### src/rtl/glitch_sweep_ctrl.sv
// Purpose: steps glitch engine delay (outer loop) and pulse width (inner loop)
//          over a 2-D grid, one arm/fire/disarm/settle shot per grid point.
// Latency/backpressure: outputs registered, 1 cycle after the deciding input;
//          paced by engine state (cooldown/idle) and by the fire timeout.
//
// Ports:
//   sysclk, rst          clock, asynchronous active-high reset
//   i_start, i_abort     begin sweep (ignored while busy), terminate sweep
//   i_delay_*/i_width_*  start value, step and point count per axis
//   i_settle, i_timeout  idle cycles between shots, fire timeout (0 = none)
//   i_gl_state           engine state: 0 idle, 1 armed, 2 wait, 3 fire, 4 cooldown
//   o_delay, o_width     current point values driven to the engine
//   o_arm, o_busy        engine arm request, sweep in progress
//   o_shot, o_shot_timeout, o_done   single-cycle event pulses
//   o_delay_idx, o_width_idx         current grid indices
module glitch_sweep_ctrl #(
   parameter int DW = 32,
   parameter int CW = 16
) (
   input  logic          sysclk,
   input  logic          rst,
   input  logic          i_start,
   input  logic          i_abort,
   input  logic [DW-1:0] i_delay_start,
   input  logic [DW-1:0] i_delay_step,
   input  logic [CW-1:0] i_delay_count,
   input  logic [DW-1:0] i_width_start,
   input  logic [DW-1:0] i_width_step,
   input  logic [CW-1:0] i_width_count,
   input  logic [15:0]   i_settle,
   input  logic [31:0]   i_timeout,
   input  logic [3:0]    i_gl_state,
   output logic [DW-1:0] o_delay,
   output logic [DW-1:0] o_width,
   output logic          o_arm,
   output logic          o_busy,
   output logic          o_shot,
   output logic          o_shot_timeout,
   output logic          o_done,
   output logic [CW-1:0] o_delay_idx,
   output logic [CW-1:0] o_width_idx
);

   localparam logic [3:0] GL_IDLE     = 4'd0;
   localparam logic [3:0] GL_COOLDOWN = 4'd4;

   typedef enum logic [2:0] {
      S_IDLE,
      S_ARM,
      S_WAIT_FIRE,
      S_DISARM,
      S_SETTLE,
      S_STEP,
      S_DONE
   } state_t;

   state_t        state_q, state_d;
   logic [31:0]   timer_q, timer_d;

   // Sweep configuration captured on the accepted start.
   logic [DW-1:0] delay_step_q, delay_step_d;
   logic [DW-1:0] width_start_q, width_start_d;
   logic [DW-1:0] width_step_q, width_step_d;
   logic [CW-1:0] delay_count_q, delay_count_d;
   logic [CW-1:0] width_count_q, width_count_d;
   logic [15:0]   settle_q, settle_d;
   logic [31:0]   timeout_q, timeout_d;

   // Registered outputs.
   logic [DW-1:0] delay_q, delay_d;
   logic [DW-1:0] width_q, width_d;
   logic [CW-1:0] delay_idx_q, delay_idx_d;
   logic [CW-1:0] width_idx_q, width_idx_d;
   logic          arm_q, arm_d;
   logic          busy_q, busy_d;
   logic          shot_q, shot_d;
   logic          shot_to_q, shot_to_d;
   logic          done_q, done_d;

   logic          cooldown_seen;
   logic          timeout_hit;
   logic          settle_last;
   logic          width_more;
   logic          delay_more;

   assign cooldown_seen = (i_gl_state == GL_COOLDOWN);
   assign timeout_hit   = (timeout_q != 32'd0) && (timer_q == timeout_q - 32'd1);
   // A zero settle still spends one cycle in SETTLE.
   assign settle_last   = (settle_q == 16'd0) ||
                          (timer_q == {16'd0, settle_q - 16'd1});
   assign width_more    = (width_idx_q < width_count_q - CW'(1));
   assign delay_more    = (delay_idx_q < delay_count_q - CW'(1));

   always_comb begin
      state_d       = state_q;
      timer_d       = timer_q;
      delay_step_d  = delay_step_q;
      width_start_d = width_start_q;
      width_step_d  = width_step_q;
      delay_count_d = delay_count_q;
      width_count_d = width_count_q;
      settle_d      = settle_q;
      timeout_d     = timeout_q;
      delay_d       = delay_q;
      width_d       = width_q;
      delay_idx_d   = delay_idx_q;
      width_idx_d   = width_idx_q;
      shot_d        = 1'b0;
      shot_to_d     = 1'b0;

      if (i_abort) begin
         // Abort beats everything, including a same-cycle start; values hold.
         state_d = S_IDLE;
      end else begin
         case (state_q)
            S_IDLE: begin
               if (i_start) begin
                  delay_step_d  = i_delay_step;
                  width_start_d = i_width_start;
                  width_step_d  = i_width_step;
                  delay_count_d = i_delay_count;
                  width_count_d = i_width_count;
                  settle_d      = i_settle;
                  timeout_d     = i_timeout;
                  delay_d       = i_delay_start;
                  width_d       = i_width_start;
                  delay_idx_d   = '0;
                  width_idx_d   = '0;
                  if ((i_delay_count == '0) || (i_width_count == '0)) begin
                     state_d = S_DONE;
                  end else begin
                     state_d = S_ARM;
                  end
               end
            end
            S_ARM: begin
               timer_d = 32'd0;
               state_d = S_WAIT_FIRE;
            end
            S_WAIT_FIRE: begin
               timer_d = timer_q + 32'd1;
               // Cooldown is checked first so a fire on the timeout cycle
               // is still reported as a completed shot.
               if (cooldown_seen) begin
                  shot_d  = 1'b1;
                  state_d = S_DISARM;
               end else if (timeout_hit) begin
                  shot_to_d = 1'b1;
                  state_d   = S_DISARM;
               end
            end
            S_DISARM: begin
               if (i_gl_state == GL_IDLE) begin
                  timer_d = 32'd0;
                  state_d = S_SETTLE;
               end
            end
            S_SETTLE: begin
               timer_d = timer_q + 32'd1;
               if (settle_last) begin
                  state_d = S_STEP;
               end
            end
            S_STEP: begin
               if (width_more) begin
                  width_idx_d = width_idx_q + CW'(1);
                  width_d     = width_q + width_step_q;
                  state_d     = S_ARM;
               end else if (delay_more) begin
                  width_idx_d = '0;
                  width_d     = width_start_q;
                  delay_idx_d = delay_idx_q + CW'(1);
                  delay_d     = delay_q + delay_step_q;
                  state_d     = S_ARM;
               end else begin
                  state_d = S_DONE;
               end
            end
            S_DONE: begin
               state_d = S_IDLE;
            end
            default: begin
               state_d = S_IDLE;
            end
         endcase
      end

      // Level outputs follow the state being entered, so they change only
      // on state entry and are constant for the whole stay in a state.
      arm_d  = (state_d == S_WAIT_FIRE);
      busy_d = (state_d != S_IDLE) && (state_d != S_DONE);
      done_d = (state_d == S_DONE);
   end

   always_ff @(posedge sysclk or posedge rst) begin
      if (rst) begin
         state_q       <= S_IDLE;
         timer_q       <= 32'd0;
         delay_step_q  <= '0;
         width_start_q <= '0;
         width_step_q  <= '0;
         delay_count_q <= '0;
         width_count_q <= '0;
         settle_q      <= 16'd0;
         timeout_q     <= 32'd0;
         delay_q       <= '0;
         width_q       <= '0;
         delay_idx_q   <= '0;
         width_idx_q   <= '0;
         arm_q         <= 1'b0;
         busy_q        <= 1'b0;
         shot_q        <= 1'b0;
         shot_to_q     <= 1'b0;
         done_q        <= 1'b0;
      end else begin
         state_q       <= state_d;
         timer_q       <= timer_d;
         delay_step_q  <= delay_step_d;
         width_start_q <= width_start_d;
         width_step_q  <= width_step_d;
         delay_count_q <= delay_count_d;
         width_count_q <= width_count_d;
         settle_q      <= settle_d;
         timeout_q     <= timeout_d;
         delay_q       <= delay_d;
         width_q       <= width_d;
         delay_idx_q   <= delay_idx_d;
         width_idx_q   <= width_idx_d;
         arm_q         <= arm_d;
         busy_q        <= busy_d;
         shot_q        <= shot_d;
         shot_to_q     <= shot_to_d;
         done_q        <= done_d;
      end
   end

   assign o_delay        = delay_q;
   assign o_width        = width_q;
   assign o_arm          = arm_q;
   assign o_busy         = busy_q;
   assign o_shot         = shot_q;
   assign o_shot_timeout = shot_to_q;
   assign o_done         = done_q;
   assign o_delay_idx    = delay_idx_q;
   assign o_width_idx    = width_idx_q;

endmodule

### config.mk
export PLATFORM = sky130hd
export DESIGN_NAME = glitch_sweep_ctrl
export DESIGN_NICKNAME = d
export VERILOG_FILES = /design/src/rtl/glitch_sweep_ctrl.sv
export SDC_FILE = /design/constraint.sdc
export NUM_CORES = 1
export LEC_CHECK = 0
export ABC_AREA = 1
export CORE_MARGIN = 2
export CORE_UTILIZATION = 59
export DETAILED_ROUTE_END_ITERATION = 8
export DONT_BUFFER_PORTS = 1
export GPL_TIMING_DRIVEN = 0
export PLACE_DENSITY_LB_ADDON = 0.08
export RECOVER_POWER = 100
export SLEW_MARGIN = 30
export SYNTH_ARGS = -nofsm -noshare
export SYNTH_HDL_FRONTEND = slang
export SYNTH_SLANG_ARGS = --single-unit
### constraint.sdc
create_clock -name sysclk -period 8.1 [get_ports sysclk]
set_input_delay 0 -clock sysclk [delete_from_list [all_inputs] [get_ports sysclk]]
set_output_delay 0 -clock sysclk [all_outputs]
set_load 0.01 [all_outputs]
==> reports/summary.txt <==
status - finished, violations left
violated checks - capacitance limit, slew limit
hold_sp - i_gl_state[2]
Synth area leader - dfrtp_1
P_leak - 11.4 nW
syn avg cell area - 7.66 µm²
antenna violations before repair - 11
post-layout min period - 5210 ps
share of cells above drive strength 1 - 6.84%
Root Buffer Master - clkbuf_16
Cell variety after synth - 51
Slew Limit Fails - 269
period utilization - 64.3%
Seq/Total Area, Yosys - 37.8%
Fillers - 2799
Clock Latency Late Sink - 570 ps
H-tree levels - 2
FFs w/ async S/R, synth - 100%
WL/cell - 20.2 µm
routability cong. - 0.982
vias in the first global route - 20100
most frequent cell after synthesis - nand2_1
Std-Cell Rows - 68
pre-CTS setup slack - 3510 ps
Finished Core Util - 70.9%
final setup TNS - 0 ps
Reg area - 0.00781 mm²
endpoints failing setup - 0
DRC viols - 0
worst reg2reg startpoint - delay_count_q[2]$_DFFE_PP0P_
top post-synthesis cells by count - 572 x nand2_1, 314 x nor2_1, 312 x dfrtp_1
die area - 0.0365 mm²
Sinks on Clock Net - 312
Max Cap Violations - 9
Mapped Cells - 2696
Internal Power - 3.72 mW
first-pass GRT wire length - 108 mm
CTS Buf Count - 36
#FFs+latches synth - 312
Initial DRC Count - 1647
FMAX - 0.192 GHz
pwr/cell area - 253 mW/mm²
Crit. Startpoint - delay_count_q[2]$_DFFE_PP0P_
total global-route track usage - 38.1%
worst hold path type - in2reg
IO Pins - 317
top cells by area, synth - dfrtp_1 38%, nand2_1 10%, ha_1 6.0%
post-DP HPWL - 51.4 mm
startpoint type of the worst setup path - register
pin count of the biggest net entering global routing - 32
CTS tree - yes
Switching Share - 39.9%
number of synthesized flops with an enable pin - 0
Peak supply drop - 0.000197 V
Multi-input gate area - 0.0114 mm²
Yosys warnings - 0
endpoint type of the worst setup path - register
CP max FO - 10
DR vias/cell - 5.88
Hold Fails Final Rpt - 0
worst path arrival time - 5690 ps
Max clock buf depth - 3
PortBufs - 0
Clock Skew - 24.2 ps
Reg clk slew, reported paths - 60 ps
Nets - 3276
Sw Pwr - 2.47 mW
sequential power share - 36.0%
RSZ-0062 raised after global routing - false
critical path class - reg2reg
Mapped Nets - 3013
Layout area overhead - 18.6%
final wirelength - 69.6 mm
total setup buffers inserted after CTS - 0
Die W - 191 µm
placeable core area - 0.0345 mm²
Post-Syn Area - 0.0206 mm²
post-synth top area share - 37.8%
worst endpoint required time - 8590 ps
drt first pass iters - 6
Initial Utilization - 59.8%
Comb pwr share - 37.5%
Worst Max-Slew Pin Slew - 1710 ps
clock share of power - 26.5%
antenna viol nets, final - 0
setup ws final - 2890 ps
main flop type after synthesis - dfrtp_1
routed via count - 20300
Chip Height - 191 µm
Overflow after GRT - 0
Worst slew margin - -13.9%
-- cell type report --
cell class / count / share of cell area, %
diodes: 12 / 0.123
inverters: 290 / 4.45
well taps: 455 / 2.32
clock inverters: 14 / 0.562
clock buffers: 48 / 4.15
flip-flops and latches: 312 / 31.9
repair buffers: 225 / 8.91
multi-input cells: 2016 / 46.4
plain buffers: 78 / 1.22
-- metrics by stage --
stage	area, µm²	std cells	power, mW	hold WS [ps]
6_report	24500	3450	6.19	56.6
5_1_grt	24500	3448	6.57	60.4
4_1_cts	24700	3438	6.15	23.5
3_5_place_dp	21500	3162	4.41	-100
3_3_place_gp	21200	3151	4.34	77.9
2_1_floorplan	20700	2696	3.84	73.5
-- power by group through the flow --
stage | registers (mW) | clock network (mW) | logic [mW]
floorplan | 2.12 | 0 | 1.72
global placement | 2.23 | 0 | 2.11
detailed placement | 2.24 | 0 | 2.17
CTS | 2.21 | 1.65 | 2.28
global route | 2.26 | 1.71 | 2.59
finish | 2.23 | 1.64 | 2.32
-- layout by cell type, fill, tap and decap left out, drive strengths merged, types with 7 or more instances in the layout --
cell type and instances:
a21o 7, a21oi 240, a31oi 30, buf 7, clkbuf 130, clkinv 7, dfrtp 312, diode 12
dlygate4sd3 214, ha 99, inv 290, mux2 102, nand2 579, nand3 133, nand3b 9, nand4 42
nor2 330, nor3 59, nor4 24, o211ai 34, o21a 11, o21ai 145, o21bai 12, o31ai 7
or2 15, xnor2 30, xor2 84
-- worst paths after layout --
path / to / slack (ps) / depth (start not counted)
max: o_delay[19]$_DFFE_PP0P_ / 2890 / 23
min: state_q[2]$_DFF_PP0_ / 60 / 5
max reg2reg: o_delay[19]$_DFFE_PP0P_ / 2890 / 23
min reg2reg: timer_q[31]$_DFFE_PP0P_ / 490 / 1
max in group asynchronous: width_start_q[23]$_DFFE_PP0P_ / 3880 / 5
min in group asynchronous: delay_count_q[10]$_DFFE_PP0P_ / 570 / 3
-- timing repair --
item | 4_1_cts | 5_1_grt
hold buffers | 214 | 0
gates resized for setup | 0 | 0
hold endpoints to repair | 474 | 0
-- metal layers --
metal	share of wire (%)	vias to the layer above	GRT usage (%)
li1	-	9519	-
met3	9.1	180	9.34
met5	0	-	0
met1	41	9673	48.6
met2	45	911	61.1
met4	4.6	0	17.9
-- critical path: stages, from the launching register on --
cell and delay (ps):
dfrtp_1 420, nor2_1 100, nand2_1 90, nor3_1 290, nand4_1 230, nor3_1 310, nor3b_1 330, nand3_1 140
xor2_1 170, ha_1 320, nand4_1 120, nor3_1 160, o21ai_0 120, o2111ai_1 260, nand2_1 110, nand2_1 110
nand2_1 50, nand2_1 200, nor2_1 140, inv_1 140, clkbuf_1 590, clkbuf_1 510, nand2_1 120, nand2_1 100
-- sequential cells by signal, indices dropped and copies added, names as in the netlist, 32 cells and up --
signal         flops
timeout_q         32
width_start_q     32
timer_q           32
width_step_q      32
delay_step_q      32
o_width           32
o_delay           32
-- cell families (layout without fill, tap and decap cells) --
family / Yosys count / count (layout) / share of synthesized area [%]
other: 0 / 12 / 0
and+or+nand+nor: 1199 / 1199 / 25.0
AOI/OAI and AO/OA: 497 / 497 / 13.3
DFF: 312 / 312 / 37.8
xor gates and xnor gates: 117 / 117 / 5.16
buffers and inverters: 368 / 655 / 6.93
adders and majority gates: 101 / 101 / 6.19
muxes: 102 / 102 / 5.56
Note: power is estimated with default switching activity, not from simulation.
